$ cat src/rtl/riscv_lsu_pkg.sv
// Shared definitions for the load/store unit: funct3 codes,
// FSM state encoding and response error codes.
package riscv_lsu_pkg;

    localparam logic [2:0] F3_LB  = 3'd0;
    localparam logic [2:0] F3_LH  = 3'd1;
    localparam logic [2:0] F3_LW  = 3'd2;
    localparam logic [2:0] F3_LBU = 3'd4;
    localparam logic [2:0] F3_LHU = 3'd5;

    localparam logic [1:0] ERR_OK       = 2'd0;
    localparam logic [1:0] ERR_MISALIGN = 2'd1;
    localparam logic [1:0] ERR_FAULT    = 2'd2;

    typedef enum logic [1:0] {
        ST_IDLE      = 2'd0,
        ST_DMEM_WAIT = 2'd1,
        ST_MMIO_WAIT = 2'd2,
        ST_RESP      = 2'd3
    } lsu_state_e;

endpackage

$ cat src/rtl/riscv_lsu_load_align.sv
// Load return formatter: selects byte/half/word from a raw 32-bit
// word by address offset and funct3, then sign- or zero-extends.
// Ports: i_word raw data, i_addr_lo addr[1:0], i_fnc3, o_data result.
module lsu_load_align
    import riscv_lsu_pkg::*;
(
    input  logic [31:0] i_word,
    input  logic [1:0]  i_addr_lo,
    input  logic [2:0]  i_fnc3,
    output logic [31:0] o_data
);

    logic [7:0]  w_byte;
    logic [15:0] w_half;

    always_comb begin
        w_byte = 8'h00;
        unique case (i_addr_lo)
            2'd0: w_byte = i_word[7:0];
            2'd1: w_byte = i_word[15:8];
            2'd2: w_byte = i_word[23:16];
            2'd3: w_byte = i_word[31:24];
            default: w_byte = 8'h00;
        endcase
    end

    assign w_half = i_addr_lo[1] ? i_word[31:16] : i_word[15:0];

    always_comb begin
        o_data = 32'h0;
        case (i_fnc3)
            F3_LB:   o_data = {{24{w_byte[7]}}, w_byte};
            F3_LBU:  o_data = {24'h0, w_byte};
            F3_LH:   o_data = {{16{w_half[15]}}, w_half};
            F3_LHU:  o_data = {16'h0, w_half};
            F3_LW:   o_data = i_word;
            default: o_data = 32'h0;
        endcase
    end

endmodule

$ cat src/rtl/riscv_lsu.sv
// Load/store unit: one request at a time from EX, routed to DMEM block
// RAM or MMIO by addr[31:28], with alignment/fault checks.
// Ports: req_* from EX, resp_* to MWB, stall to pipeline,
// dmem_* to block RAM, mmio_* to the MMIO bus.
module riscv_lsu
    import riscv_lsu_pkg::*;
#(
    parameter int         DMEM_ADDR_W  = 14,
    parameter int         READ_LATENCY = 1,
    parameter logic [3:0] DMEM_TAG     = 4'h1,
    parameter logic [3:0] MMIO_TAG     = 4'h8,
    parameter int         MMIO_ADDR_W  = 8
) (
    input  logic                   clk,
    input  logic                   rst,
    input  logic                   req_valid,
    output logic                   req_ready,
    input  logic                   req_we,
    input  logic [2:0]             req_fnc3,
    input  logic [31:0]            req_addr,
    input  logic [31:0]            req_wdata,
    input  logic [4:0]             req_rd,
    output logic                   resp_valid,
    output logic [31:0]            resp_rdata,
    output logic [4:0]             resp_rd,
    output logic [1:0]             resp_err,
    output logic                   stall,
    output logic [3:0]             dmem_we,
    output logic [DMEM_ADDR_W-1:0] dmem_addr,
    output logic [31:0]            dmem_din,
    input  logic [31:0]            dmem_dout,
    output logic                   mmio_valid,
    output logic                   mmio_we,
    output logic [MMIO_ADDR_W-1:0] mmio_addr,
    output logic [31:0]            mmio_wdata,
    input  logic [31:0]            mmio_rdata,
    input  logic                   mmio_ready
);

    lsu_state_e r_state;
    lsu_state_e w_state_nxt;

    logic [2:0]             r_cnt;
    logic [2:0]             r_fnc3;
    logic [1:0]             r_addr_lo;
    logic [DMEM_ADDR_W-1:0] r_dmem_addr;
    logic [4:0]             r_rd;
    logic [1:0]             r_err;
    logic [31:0]            r_rdata;
    logic                   r_mmio_valid;
    logic                   r_mmio_we;
    logic [MMIO_ADDR_W-1:0] r_mmio_addr;
    logic [31:0]            r_mmio_wdata;

    logic        w_accept;
    logic        w_load_ok;
    logic        w_store_ok;
    logic        w_legal;
    logic        w_misal;
    logic        w_is_dmem;
    logic        w_is_mmio;
    logic [1:0]  w_err;
    logic [3:0]  w_be;
    logic [31:0] w_wdata_fmt;
    logic [31:0] w_raw;
    logic [31:0] w_align;
    logic        w_unused;

    // Only part of the address reaches either memory.
    assign w_unused = ^req_addr;

    assign w_accept   = req_valid && (r_state == ST_IDLE);
    assign w_load_ok  = req_fnc3 inside {F3_LB, F3_LH, F3_LW, F3_LBU, F3_LHU};
    assign w_store_ok = req_fnc3 inside {F3_LB, F3_LH, F3_LW};
    assign w_legal    = req_we ? w_store_ok : w_load_ok;

    // Size comes from fnc3[1:0]; only judged for legal encodings.
    assign w_misal = w_legal &&
        (((req_fnc3[1:0] == 2'b01) && req_addr[0]) ||
         ((req_fnc3[1:0] == 2'b10) && (req_addr[1:0] != 2'b00)));

    assign w_is_dmem = (req_addr[31:28] == DMEM_TAG);
    assign w_is_mmio = (req_addr[31:28] == MMIO_TAG);

    always_comb begin
        w_err = ERR_OK;
        if (w_misal)
            w_err = ERR_MISALIGN;
        else if (!w_legal || !(w_is_dmem || w_is_mmio))
            w_err = ERR_FAULT;
    end

    always_comb begin
        w_be        = 4'b1111;
        w_wdata_fmt = req_wdata;
        unique case (req_fnc3[1:0])
            2'b00: begin
                w_be        = 4'b0001 << req_addr[1:0];
                w_wdata_fmt = {4{req_wdata[7:0]}};
            end
            2'b01: begin
                w_be        = req_addr[1] ? 4'b1100 : 4'b0011;
                w_wdata_fmt = {2{req_wdata[15:0]}};
            end
            default: begin
                w_be        = 4'b1111;
                w_wdata_fmt = req_wdata;
            end
        endcase
    end

    // One formatter serves both return paths.
    assign w_raw = (r_state == ST_MMIO_WAIT) ? mmio_rdata : dmem_dout;

    lsu_load_align u_align (
        .i_word    (w_raw),
        .i_addr_lo (r_addr_lo),
        .i_fnc3    (r_fnc3),
        .o_data    (w_align)
    );

    always_ff @(posedge clk) begin
        if (rst)
            r_state <= ST_IDLE;
        else
            r_state <= w_state_nxt;
    end

    always_comb begin
        w_state_nxt = r_state;
        req_ready   = 1'b0;
        stall       = 1'b1;
        dmem_we     = 4'b0000;
        unique case (r_state)
            ST_IDLE: begin
                req_ready = 1'b1;
                stall     = req_valid;
                if (w_accept) begin
                    if (w_err != ERR_OK) begin
                        w_state_nxt = ST_RESP;
                    end else if (w_is_dmem) begin
                        if (req_we) begin
                            dmem_we     = w_be;
                            w_state_nxt = ST_RESP;
                        end else begin
                            w_state_nxt = ST_DMEM_WAIT;
                        end
                    end else begin
                        w_state_nxt = ST_MMIO_WAIT;
                    end
                end
            end
            ST_DMEM_WAIT: begin
                if (r_cnt == 3'd1)
                    w_state_nxt = ST_RESP;
            end
            ST_MMIO_WAIT: begin
                if (mmio_ready)
                    w_state_nxt = ST_RESP;
            end
            ST_RESP: begin
                w_state_nxt = ST_IDLE;
            end
            default: begin
                w_state_nxt = ST_IDLE;
            end
        endcase
    end

    always_ff @(posedge clk) begin
        if (rst) begin
            r_cnt        <= 3'd0;
            r_fnc3       <= 3'd0;
            r_addr_lo    <= 2'd0;
            r_dmem_addr  <= '0;
            r_rd         <= 5'd0;
            r_err        <= ERR_OK;
            r_rdata      <= 32'h0;
            r_mmio_valid <= 1'b0;
            r_mmio_we    <= 1'b0;
            r_mmio_addr  <= '0;
            r_mmio_wdata <= 32'h0;
        end else begin
            unique case (r_state)
                ST_IDLE: begin
                    if (w_accept) begin
                        r_fnc3      <= req_fnc3;
                        r_addr_lo   <= req_addr[1:0];
                        r_dmem_addr <= req_addr[DMEM_ADDR_W+1:2];
                        r_err       <= w_err;
                        r_rdata     <= 32'h0;
                        r_rd        <= ((w_err == ERR_OK) && !req_we)
                                       ? req_rd : 5'd0;
                        if ((w_err == ERR_OK) && w_is_dmem && !req_we)
                            r_cnt <= 3'(READ_LATENCY);
                        if ((w_err == ERR_OK) && w_is_mmio) begin
                            r_mmio_valid <= 1'b1;
                            r_mmio_we    <= req_we;
                            r_mmio_addr  <= req_addr[MMIO_ADDR_W-1:0];
                            r_mmio_wdata <= w_wdata_fmt;
                        end
                    end
                end
                ST_DMEM_WAIT: begin
                    r_cnt <= r_cnt - 3'd1;
                    if (r_cnt == 3'd1)
                        r_rdata <= w_align;
                end
                ST_MMIO_WAIT: begin
                    if (mmio_ready) begin
                        r_mmio_valid <= 1'b0;
                        r_rdata      <= r_mmio_we ? 32'h0 : w_align;
                    end
                end
                default: begin
                end
            endcase
        end
    end

    // DMEM address stays on the request while the read is in flight.
    assign dmem_addr = (r_state == ST_IDLE)
                       ? req_addr[DMEM_ADDR_W+1:2] : r_dmem_addr;
    assign dmem_din  = w_wdata_fmt;

    assign mmio_valid = r_mmio_valid;
    assign mmio_we    = r_mmio_we;
    assign mmio_addr  = r_mmio_addr;
    assign mmio_wdata = r_mmio_wdata;

    assign resp_valid = (r_state == ST_RESP);
    assign resp_rdata = resp_valid ? r_rdata : 32'h0;
    assign resp_rd    = resp_valid ? r_rd : 5'd0;
    assign resp_err   = resp_valid ? r_err : ERR_OK;

endmodule
$ cat config.mk
export PLATFORM = sky130hd
export DESIGN_NAME = riscv_lsu
export DESIGN_NICKNAME = d
export VERILOG_FILES = /design/src/rtl/riscv_lsu_pkg.sv /design/src/rtl/riscv_lsu_load_align.sv /design/src/rtl/riscv_lsu.sv
export SDC_FILE = /design/constraint.sdc
export NUM_CORES = 1
export LEC_CHECK = 0
export BUFFER_PORTS_ARGS = -buffer_cell sky130_fd_sc_hd__buf_2
export CAP_MARGIN = 20
export CORE_MARGIN = 2
export CORE_UTILIZATION = 53
export CTS_CLUSTER_SIZE = 25
export DETAILED_ROUTE_END_ITERATION = 7
export PLACE_DENSITY = 0.85
export SYNTH_ARGS = -nofsm -noshare
export SYNTH_HDL_FRONTEND = slang
export SYNTH_HIERARCHICAL = 1
export SYNTH_SLANG_ARGS = --single-unit
export TNS_END_PERCENT = 100
$ cat constraint.sdc
create_clock -name clk -period 4.9 [get_ports clk]
set_clock_uncertainty 0.05 [all_clocks]
set_input_delay 0.98 -clock clk [delete_from_list [all_inputs] [get_ports clk]]
set_output_delay 0.98 -clock clk [all_outputs]
set_load 0.02 [all_outputs]
---- Yosys cells after proc, flatten, opt, wreduce, memory -nomap -nowiden ----
Cells that the tools add are included.
word-level totals
  register bits after elaboration ......... 105
  input bits .............................. 141
  word-level logic and storage cells ...... 112
operators by class
  $add $sub $neg .......................... 1
  eq/ne operators ......................... 24
  shift operators ......................... 1
  multiplexer cells ....................... 41
  reduce and logical (&&, ||, !) cells .... 33
operators with widths
  cell                                                             number
  32-bit two-way mux                                               6
  32-bit one-hot mux with 5 select lines                           1
  32-bit one-hot mux with 3 select lines                           1
  32-bit one-hot mux with 2 select lines                           1
  8-bit one-hot mux with 4 select lines                            1
  4-bit two-way mux                                                6
  2-bit two-way mux                                                9
  16-bit two-way mux                                               1
  14-bit two-way mux                                               1
  3-bit == test, second input constant                             4
  2-bit == test, second input constant                             5
  5-bit two-way mux                                                2
  2-bit inequality test, second input constant                     5
  3-bit by 1-bit == test with 1-bit output, second input constant  3
  3-bit AND reduction                                              3
  1-bit logical AND                                                8
  2-bit logical NOT                                                4
  2-bit one-hot mux with 4 select lines                            1
  4-bit one-hot mux with 2 select lines                            1
  4-bit AND reduction                                              2
  2-bit nonzero test                                               4
  2-bit by 1-bit == test with 1-bit output, second input constant  3
  3-bit by 2-bit == test with 1-bit output, second input constant  2
  3-bit logical NOT                                                2
  13 further kinds                                                 24

---- Longest topological paths before layout ----
  word-level depth ........................ 13
  gate-level depth with buffers ........... 11
  mapped depth without buffers ............ 8

---- By module ----
Netlist, hierarchy kept.
by module, submodules not included
  module          times used  cells each  area an instance (um^2)  seq. area each (um^2)
  riscv_lsu       1           664         5398.9                   2102.0
  lsu_load_align  1           128         1066.0                   0.0

---- Least setup slack after synthesis ----
Ideal clock, no wire load.
  path kind ............................... input -> output
  start point ............................. input port req_addr[1]
  end point ............................... output port dmem_we[0]
  data arrival time ....................... 2557 ps
  path slack .............................. 1313 ps
  stages on the path ...................... 5
  buffers on the path ..................... 1
  cells stage by stage .................... clkbuf_2 or4_4 a21oi_1 nand3_1 a21oi_1
on the way
  word-level cells in the longest chain between the ends .. 9
  elaborated cells between the ends (all ways) .. 14
RTL lines
  item                   line              RTL
  start, declared        riscv_lsu.sv:20   input logic [31:0] req_addr,
  2-bit nonzero test     riscv_lsu.sv:80   ((req_fnc3[1:0] == 2'b10) && (req_addr[1:0] != 2'b00)));
  1-bit logical AND      riscv_lsu.sv:80
  1-bit logical OR       riscv_lsu.sv:79   (((req_fnc3[1:0] == 2'b01) && req_addr[0]) ||
  1-bit logical AND      riscv_lsu.sv:78   assign w_misal = w_legal &&
  2-bit two-way mux      riscv_lsu.sv:87   if (w_misal)
  2-bit nonzero test     riscv_lsu.sv:139  if (w_err != ERR_OK) begin
  4-bit two-way mux (*)  riscv_lsu.sv:139
  4-bit two-way mux (*)  riscv_lsu.sv:138  if (w_accept) begin
  4-bit two-way mux (*)  riscv_lsu.sv:134  unique case (r_state)
  end, declared          riscv_lsu.sv:28   output logic [3:0] dmem_we,
Every way passes the cells marked *; elsewhere a longest branch is shown, timed or not.

---- Final worst setup path ----
  start point ............................. input port req_fnc3[0]
  end point ............................... output port dmem_we[3]
on the way
  word-level cells in the longest chain between the ends .. 11
  elaborated cells between the ends (all ways) .. 26
RTL lines
  item                                                              line                              RTL
  start, declared                                                   riscv_lsu.sv:19                   input logic [2:0] req_fnc3,
  3-bit by 1-bit == test with 1-bit output (tied with other cells)  riscv_lsu.sv:73, riscv_lsu.sv:74
  5-bit nonzero test or 3-bit nonzero test (tied branches)          riscv_lsu.sv:73, riscv_lsu.sv:74
  1-bit two-way mux                                                 riscv_lsu.sv:75                   assign w_legal = req_we ? w_store_ok : w_load_ok;
  1-bit logical NOT                                                 riscv_lsu.sv:89                   else if (!w_legal || !(w_is_dmem || w_is_mmio))
  1-bit logical OR                                                  riscv_lsu.sv:89
  2-bit two-way mux                                                 riscv_lsu.sv:89
  2-bit two-way mux                                                 riscv_lsu.sv:87
  2-bit nonzero test                                                riscv_lsu.sv:139
  4-bit two-way mux (*)                                             riscv_lsu.sv:139
  4-bit two-way mux (*)                                             riscv_lsu.sv:138
  4-bit two-way mux (*)                                             riscv_lsu.sv:134
Marked as above.

==> flow_summary.toml <==
[status]
outcome = "finished, final reports clean"

[global_routing]
grt_use_total_pct = 28.9
grt_max_degree = 107
grt_pass1_wl_um = 29800
grt_pass1_vias = 5780
grt-ovfl-total = 0
antenna_found_initial = 3

[logic_synthesis]
synth_nets = 940
synth_cell_types = 64
synth_area_leaders = "dfxtp_1 (33%), mux2_2 (13%), nand2_1 (9.1%)"
ys_warn_count = 6
synth_edf_count = 0
synthDominantCellAreaShare_pct = 32.5
synth_area_um2 = 6460
synth_cells = 792
avgSynthCellArea_um2 = 8.16
synth_top_cell_by_area = "dfxtp_1"
ys_seq_area_share_pct = 32.5
yosys_most_used_dff = "dfxtp_1"
synthArstFlopShare_pct = 0
yosys_register_bits = 105

[timing]
drv_slew = 0
tns_ns = 0
finalSetupViolCount = 0
worst_slew_pin_slew_ns = 1.13
fmax_mhz = 240
hold_viol_final = 0
timing.slew.headroom_pct = 24.5
timing.final.crit_share_pct = 85.1
rsz0062_at_grt = "no"
min_period_ns = 4.17

[worst_setup_path]
cp-end-kind = "primary output"
cp_max_fo = 20
start_kind = "primary input"
critPathArrivalTime_ns = 3.14
path_class = "in -> out"
critPathRequiredTime_ns = 3.87

[power]
vdd_drop_max_mv = 0.200
p_per_area_nw_per_um2 = 395
total_power_mw = 3.15
p_leak_nw = 3.42

[flow_run]
maxCapViolCount = 0

[drt]
vias = 6585
wl_um = 19900
vias_per_cell = 5.71
drt_iter0_markers = 556
routedWlPerCell_um = 17.3
first_pass_iters = 5
drc = 0
postRouteAntennaNets = 0

[final_layout]
fin_nets = 1149
drive_gt1_share_pct = 39.0
area_delta_synth_final_pct = 23.3

[clock_tree]
cts_buffers = 9
cts_tree = "built"
clockBufferDepth = 2
cts-root-buf = "clkbuf_16"
clock-sinks = 105
htreeDepth = 3
path_clk_slew_ns = 0.07
ctsResizeCount = 0
hold_buffers = 0
post-cts-setup-buffer-count = 0
clock_latency_ns = 0.34

[die]
num_io_pins = 275
die_y_um = 114
die_x_um = 114
rows = 40
die_area_um2 = 13100
start_util_pct = 54.0
core_area_um2 = 12000

[place]
gp_congestion = 0.904
io_buffers = 262
dpl.hpwl_um = 14600

[worst_hold_path]
hold_class = "reg -> reg"
registers in the layout (all words and copies together) (netlist names):
| register | count |
|---|---|
| r_addr_lo | 2 |
| r_rd | 5 |
| mmio_addr | 8 |
| r_rdata | 32 |
| mmio_valid | 1 |
| r_fnc3 | 3 |
| mmio_wdata | 32 |
| r_state | 2 |
| r_err | 2 |
| r_cnt | 3 |
| mmio_we | 1 |
| r_dmem_addr | 14 |
per-layer routing:
| layer | track usage [%] | part of all wire (%) |
|---|---|---|
| met5 | 0 | 0.055 |
| met1 | 33.4 | 38 |
| met2 | 52.3 | 50 |
| met4 | 11.1 | 3.1 |
| met3 | 6.03 | 8.3 |
report_power, final:
group	leakage, nW	switching [mW]	internal, mW
clock	0.143	0.345	0.356
combinational	2.43	0.868	0.560
sequential	0.850	0.0867	0.935
cell families after synthesis:
kind of cell,after synthesis,share of synthesized area [%]
buffers and inverters,89,7.24
muxes,89,15.3
xor gates and xnor gates,2,0.271
DFF,105,32.5
and+or+nand+nor,301,22.6
AOI/OAI and AO/OA,199,20.8
adders and majority gates,7,1.35
path summary, 6_finish.rpt:
check	startpoint	end	slack, ns	cells after the start
worst max register to register	r_state[0]	r_rdata[22]	1.81	9
worst min register to register	r_rdata[20]	r_rdata[20]	0.40	2
worst min-delay path	r_rdata[20]	r_rdata[20]	0.40	2
worst max-delay path	req_fnc3[0]	dmem_we[3]	0.73	6
final cells by class:
type,instances,area [µm²]
Timing Repair Buffer,276,1440
Antenna cell,1,2.50
Inverter,11,41.3
Sequential cell,105,2100
Fill cell,1020,3990
Clock buffer,9,225
Multi-Input combinational cell,598,3910
Clock inverter,7,60.1
Tap cell,147,184
critical path, stage by stage:
cell	delay, ns
buf_2	0.26
or4_4	0.58
a21oi_1	0.51
nand3_1	0.30
a21oi_1	0.29
buf_2	0.22
metrics by stage:
step                      instance area, µm²  hold WS, ns  utilization, %  worst slack [ns]  instances
final                                   7970        0.400            66.6             0.732       1154
after global routing                    7970        0.422            66.6             0.589       1154
after CTS                               7920        0.400            66.2             0.738       1150
after detailed placement                7630        0.391            63.8             0.753       1134
after global placement                  7630        0.385            63.8             0.799       1134
after floorplan                         6460        0.377               -              1.31        792
cells in the mapped netlist, types with 6 or more instances:
| cell type | instances |
|---|---|
| a21oi_1 | 95 |
| nand3_1 | 34 |
| clkbuf_1 | 35 |
| buf_6 | 10 |
| o21ai_0 | 17 |
| nor3_2 | 7 |
| mux2i_1 | 16 |
| buf_4 | 10 |
| inv_1 | 10 |
| mux2_2 | 72 |
| nand2_1 | 157 |
| a222oi_1 | 7 |
| a22oi_1 | 24 |
| nor2_1 | 29 |
| or4bb_1 | 7 |
| buf_2 | 16 |
| a211oi_1 | 16 |
| and2_1 | 40 |
| ha_1 | 7 |
| o221ai_2 | 7 |
| dfxtp_1 | 105 |
| buf_1 | 6 |
layout by cell type (no fill, tap or decap), types with 9 or more instances in the layout:
master,n
clkbuf_16,9
mux2_2,72
dfxtp_1,105
inv_1,10
mux2i_1,16
a21oi_1,95
nor2_1,29
o21ai_0,17
a211oi_1,16
nand3_1,34
and2_1,40
buf_2,262
a22oi_1,24
nand2_1,157
buf_4,12
(Power assumes the default switching activity.)
